==> config.mk <==
export PLATFORM = sky130hd
export DESIGN_NAME = dmem_bridge
export DESIGN_NICKNAME = d
export VERILOG_FILES = /design/src/rtl/dmem_bridge.sv
export SDC_FILE = /design/constraint.sdc
export NUM_CORES = 1
export LEC_CHECK = 0
export ABC_AREA = 1
export CAP_MARGIN = 20
export CORE_ASPECT_RATIO = 0.9
export CORE_MARGIN = 8
export CORE_UTILIZATION = 38
export DETAILED_ROUTE_END_ITERATION = 6
export PLACE_DENSITY = 0.84
export SYNTH_ARGS = -nofsm -noshare
export SYNTH_HDL_FRONTEND = slang
export SYNTH_SLANG_ARGS = --single-unit
export TNS_END_PERCENT = 50
==> constraint.sdc <==
create_clock -name clk -period 1.76 [get_ports clk]
set_clock_uncertainty 0.2 [all_clocks]
set_input_delay 0.352 -clock clk [delete_from_list [all_inputs] [get_ports clk]]
set_output_delay 0.352 -clock clk [all_outputs]
set_load 0.03 [all_outputs]
==> src/rtl/dmem_bridge.sv <==
// rtl/dmem_bridge.sv - core data-memory port to valid/ready memory bus bridge
//
// Turns a single-cycle core load/store request into one bus transaction and
// stalls the core until it completes or times out.
//
// Ports:
//   clk, rst         clock, synchronous active-high reset
//   core_addr        byte address from the core
//   core_wdata       lane-aligned store data
//   core_be          store byte enables (nonzero = store request)
//   core_rd          load request (ignored when core_be is nonzero)
//   core_rdata       registered load data (holds last completed load)
//   core_stall       combinational stall back to the core
//   bus_valid/ready  request handshake
//   bus_we/addr/be/wdata  request payload, held from captured registers
//   bus_rvalid/rdata read return, only honoured while waiting for it
//   err              sticky timeout flag

module dmem_bridge #(
    parameter int unsigned TIMEOUT   = 255,
    parameter logic [31:0] ERR_RDATA = 32'h0000_0000
) (
    input  logic        clk,
    input  logic        rst,
    input  logic [31:0] core_addr,
    input  logic [31:0] core_wdata,
    input  logic [3:0]  core_be,
    input  logic        core_rd,
    output logic [31:0] core_rdata,
    output logic        core_stall,
    output logic        bus_valid,
    input  logic        bus_ready,
    output logic        bus_we,
    output logic [31:0] bus_addr,
    output logic [3:0]  bus_be,
    output logic [31:0] bus_wdata,
    input  logic        bus_rvalid,
    input  logic [31:0] bus_rdata,
    output logic        err
);

    typedef enum logic [1:0] {
        S_IDLE,
        S_REQ,
        S_WAIT_R,
        S_DONE
    } state_t;

    localparam int unsigned CW = (TIMEOUT < 2) ? 1 : $clog2(TIMEOUT + 1);
    localparam logic [CW-1:0] CNT_MAX  = CW'(TIMEOUT);
    localparam logic [CW-1:0] CNT_LAST = CW'(TIMEOUT - 1);

    state_t      state_q, state_d;
    logic [CW-1:0] cnt_q, cnt_d;
    logic [31:0] addr_q, addr_d;
    logic [31:0] wdata_q, wdata_d;
    logic [3:0]  be_q, be_d;
    logic        we_q, we_d;
    logic [31:0] rdata_q, rdata_d;
    logic        err_q, err_d;

    logic        core_req;
    logic        last_cycle;
    logic [CW-1:0] cnt_inc;

    assign core_req = (core_be != 4'b0000) | core_rd;

    // The cycle whose increment brings the counter to TIMEOUT is the last one
    // allowed; once saturated, every further cycle is also a last cycle.
    assign last_cycle = (cnt_q >= CNT_LAST);
    assign cnt_inc    = (cnt_q == CNT_MAX) ? cnt_q : cnt_q + 1'b1;

    always_ff @(posedge clk) begin
        if (rst) begin
            state_q <= S_IDLE;
            cnt_q   <= '0;
            addr_q  <= '0;
            wdata_q <= '0;
            be_q    <= '0;
            we_q    <= 1'b0;
            rdata_q <= '0;
            err_q   <= 1'b0;
        end else begin
            state_q <= state_d;
            cnt_q   <= cnt_d;
            addr_q  <= addr_d;
            wdata_q <= wdata_d;
            be_q    <= be_d;
            we_q    <= we_d;
            rdata_q <= rdata_d;
            err_q   <= err_d;
        end
    end

    always_comb begin
        state_d    = state_q;
        cnt_d      = cnt_q;
        addr_d     = addr_q;
        wdata_d    = wdata_q;
        be_d       = be_q;
        we_d       = we_q;
        rdata_d    = rdata_q;
        err_d      = err_q;
        core_stall = 1'b0;
        bus_valid  = 1'b0;

        case (state_q)
            S_IDLE: begin
                if (core_req) begin
                    core_stall = 1'b1;
                    // Any nonzero byte enable makes it a store; loads use all lanes.
                    addr_d  = {core_addr[31:2], 2'b00};
                    wdata_d = core_wdata;
                    we_d    = (core_be != 4'b0000);
                    be_d    = (core_be != 4'b0000) ? core_be : 4'b1111;
                    cnt_d   = '0;
                    state_d = S_REQ;
                end
            end

            S_REQ: begin
                core_stall = 1'b1;
                bus_valid  = 1'b1;
                cnt_d      = cnt_inc;
                // A handshake in the final allowed cycle still completes.
                if (bus_ready) begin
                    state_d = we_q ? S_DONE : S_WAIT_R;
                end else if (last_cycle) begin
                    err_d   = 1'b1;
                    if (!we_q) begin
                        rdata_d = ERR_RDATA;
                    end
                    state_d = S_DONE;
                end
            end

            S_WAIT_R: begin
                core_stall = 1'b1;
                cnt_d      = cnt_inc;
                if (bus_rvalid) begin
                    rdata_d = bus_rdata;
                    state_d = S_DONE;
                end else if (last_cycle) begin
                    err_d   = 1'b1;
                    rdata_d = ERR_RDATA;
                    state_d = S_DONE;
                end
            end

            S_DONE: begin
                // The core still shows the finished request here; ignore it.
                state_d = S_IDLE;
            end

            default: begin
                state_d = S_IDLE;
            end
        endcase
    end

    assign core_rdata = rdata_q;
    assign err        = err_q;
    assign bus_we     = we_q;
    assign bus_addr   = addr_q;
    assign bus_be     = be_q;
    assign bus_wdata  = wdata_q;

endmodule

### Word level (Yosys, flattened, before mapping)

Cells that the tools add are included.

* add/subtract/negate cells: 1
* multiply operators: 0
* divide/modulo/power cells: 0
* order comparisons: 1
* equal/unequal tests: 11
* shift-type cells: 0
* muxes and demuxes: 23
* bitwise logic cells: 1
* reductions and logical operators: 9

Operators with widths (count)
* 32-bit 2-to-1 mux: 5
* 32-bit one-hot mux with 2 select lines: 1
* 8-bit 2-to-1 mux: 2
* 8-bit one-hot mux with 2 select lines: 1
* 2-bit != test, second input constant: 6
* 8-bit by 1-bit adder with 8-bit output, second input constant: 1
* 8-bit == test, second input constant: 1
* 8-bit >= comparator, second input constant: 1
* 2-bit 2-to-1 mux: 4
* 2-bit one-hot mux with 4 select lines: 1
* 1-bit 2-to-1 mux: 6
* 3-bit AND reduction: 2
* 5-bit AND reduction: 1
* 2-bit == test, second input constant: 2
* 4-bit 2-to-1 mux: 1
* 1-bit one-hot mux with 2 select lines: 2
* 2-bit nonzero test: 2
* 4-bit nonzero test: 1
* 3-bit != test, second input constant: 1
* 2-bit by 1-bit == test with 1-bit output, second input constant: 1
* 2-bit zero test: 1
* 2-bit AND reduction: 1
* 2-bit OR reduction: 1
* 1-bit bitwise OR: 1

* bits in registers: 110
* latch bits: 0
* memory bits (writable): 0
* bits in read-only memories: 0
* output and inout bits: 104
* memories kept: 0

### Depth between registers and ports, before layout

* word-level depth: 4
* depth in mapped cells: 10
* mapped depth without buffers: 10

### Worst setup path before layout

Ideal clock, no wire load.

* path type: flip-flop to output port
* start point: register state_q[0]
* end point: output core_stall
* arrival: 1490 ps
* path slack: -282 ps
* cell stages (with the launch flop): 7
* path buffers: 2
* cells stage by stage: dfxtp_1 > inv_1 > ha_1 > nand2_1 > buf_2 > buf_2 > a21oi_1

* cells in the longest elaborated chain, start to end: 3
* elaborated cells on any way between the ends: 5
* those cells by class: eq/ne (2); mux (1); reduce/logical (2)

RTL lines
* from (decl): line 53 `state_t state_q, state_d;`
* from (signal assigned): line 84 `state_q <= state_d;`
* 2-bit == test or 2-bit by 1-bit == test with 1-bit output (tied branches): line 107 `case (state_q)`
* 2-bit OR reduction (no line)
* 1-bit one-hot mux with 2 select lines *: line 107
* to (decl): line 30 `output logic core_stall,`

Mark *: on every way between the ends. The rest lies on a longest branch, timed or not.

### Final worst setup path

* start point: register state_q[1]
* end point: output core_stall

Same word-level chain as after synthesis.

==> impl_metrics.toml <==
[placement]
place_inst = 998
place.port_buffers = 204
place.gp.congestion = 0.837
dp_slack_ps = -334
post-dp-hpwl_um = 10200
placed_area_um2 = 7030

[clocking]
path_clk_slew_ps = 70
tritoncts = "built"
hold_buffers = 0
numCtsBuffers = 9
htree_levels = 3
cts_buffer_depth = 2
root_buffer = "clkbuf_16"
clk_latency_ps = 340
cts_sinks = 110

[timing]
final-setup-viol-count = 2
fmax_ghz = 0.532
setup-tns-final_ps = -153
slew_viol_final = 0
rsz0062_at_grt = "true"
fin_ws_ps = -119
hold_viol_final = 0
period_share = 1.07
fin_crit_ps = 1880

[finish]
diodes = 0
instances_no_fill = 1022
final_common_cell = "nor2_1"
area_growth_pct = 59.9
fin_nets = 969
postLayoutCellArea_um2 = 7380
layout_common_cells = "nor2_1, nand2_1, dfxtp_1"
drive_above_1_share = 0.106

[outcome]
status = "finished, violations left"
violations = "setup timing"

[min_path]
hp-class = "primary input to flip-flop"

[yosys]
ys_seq_elements = 110
synth.distinct_cells = 26
avgSynthCellArea_um2 = 7.19
ys_seq_area_frac = 0.477
syn_area_um2 = 4620
syn_inst = 642
yosysWarnings = 0

[pwr]
power.net_switching_uw = 2400
pwr-share-comb = 0.320
leakage_uw = 0.00343
power.density_nw_per_um2 = 961
p_sw_frac = 0.338
power_frac_seq = 0.406
intPower_uw = 4700
clkPwrFrac = 0.274
max-vdd-ir-drop_mv = 0.589

[route]
met1_length_um = 5760
wl_per_cell_um = 13.7
finalWirelength_um = 14000
dr.max_layer_used = "met4"
initialDrtViolationCount = 216
wl_met3_um = 1580
vias_per_cell = 4.67
num_vias = 4775
postRouteAntennaNets = 0
drt_first_pass_iters = 4
wl_met2_um = 6530
route.detailed.drc = 0

[die]
coreArea_um2 = 12000
die_w_um = 132
io-pin-count = 209
dieArea_um2 = 15900
rows = 38
die_h_um = 121
start_util = 0.385

[grt]
grt_pass1_wl_um = 21900
antenna_found_initial = 0
grt_pass1_vias = 4402
globalRouteOverflowTotal = 0
track_usage = 0.166
grt_max_degree = 47

[critical_path]
worstPathMaxFanout = 4
worstSetupPathType = "flip-flop to primary output"
cp-start-kind = "flip-flop"
cp_data_arrival_time_ps = 1330
crit_path_end_kind = "primary output"
critPathRequiredTime_ps = 1210
r2r_setup_slack_ps = 20

[run]
cap_violations = 0
[synth_stat cells, drive strengths merged]
| master | count | share of area |
|---|---|---|
| nand3 | 41 | 0.048 |
| clkinv | 1 | 0.00081 |
| conb | 1 | 0.00081 |
| ha | 7 | 0.019 |
| o21bai | 1 | 0.0016 |
| a21oi | 45 | 0.049 |
| nand2 | 115 | 0.098 |
| inv | 21 | 0.017 |
| xnor2 | 1 | 0.0019 |
| nand4 | 3 | 0.0041 |
| dfxtp | 110 | 0.48 |
| nor2 | 182 | 0.15 |
| a41oi | 1 | 0.0019 |
| o21ai | 69 | 0.076 |
| clkbuf | 16 | 0.013 |
| buf | 27 | 0.038 |
| nor3b | 1 | 0.0016 |
[worst paths after layout]
path,to,cells past startpoint,start
setup / recovery,core_stall,5,state_q[1]$_SDFFE_PP0P_
hold / removal,bus_be[0]$_SDFFE_PP0P_,3,core_be[0]
setup reg to reg,core_rdata[22]$_SDFFE_PP0P_,10,state_q[0]$_SDFFE_PP0P_
hold reg to reg,bus_be[0]$_SDFFE_PP0P_,2,bus_be[0]$_SDFFE_PP0P_
[worst max-delay path, stage by stage (launching register included)]
cell,delay (ps)
dfxtp_4,370
inv_4,50
ha_4,270
inv_4,40
a21oi_4,110
buf_6,140
[per-stage QoR]
stage	util	power [uW]	hold WS, ps
after global placement	0.587	5250	241
final	0.616	7090	149
after CTS	0.603	7090	271
after global routing	0.616	7490	149
after detailed placement	0.587	5290	259
after floorplan	-	4250	250
[routing by layer]
layer,GRT usage,vias to the layer above
met2,0.276,161
met1,0.183,2116
met3,0.0837,16
met5,0,-
li1,-,2482
met4,0.0503,0
[power by group through the flow]
stage,clock (uW),sequential [uW],combinational (uW)
final,1950,2880,2270
after global routing,2120,2920,2460
after CTS,2020,2880,2190
after detailed placement,0,2950,2340
after global placement,0,2940,2320
after floorplan,0,3470,780
[kinds of logic after synthesis]
kind of cell	share of synthesized area
AND/OR/NAND/NOR	0.304
AO/OA/AOI/OAI	0.128
XOR/XNOR	0.00190
adder cells (fa/ha/maj)	0.0190
other	0.000812
flip-flops	0.477
buffers and inverters	0.0694
[registers in the layout, summed over array words and instances, names as in the netlist]
| name | flops |
|---|---|
| bus_we | 1 |
| err | 1 |
| bus_addr | 30 |
| state_q | 2 |
| bus_be | 4 |
| core_rdata | 32 |
| bus_wdata | 32 |
| cnt_q | 8 |
[area by class of cell]
type | instances | area (um^2)
clock buffer | 11 | 243
multi-input combinational | 468 | 2180
clock inverter | 5 | 41.3
inverter | 22 | 90.1
tap | 160 | 200
sequential | 110 | 2210
timing repair buffer | 246 | 2420
fill | 1129 | 4600
[what timing repair did]
action / CTS / global route
setup buffers: 1 / 5
hold endpoints to repair: 0 / 0
gates cloned: 0 / 2
pin swaps: 1 / 7
endpoints found under the setup margin: 108 / 106
resized for setup: 108 / 20
Note: power is estimated with default switching activity, not from simulation.
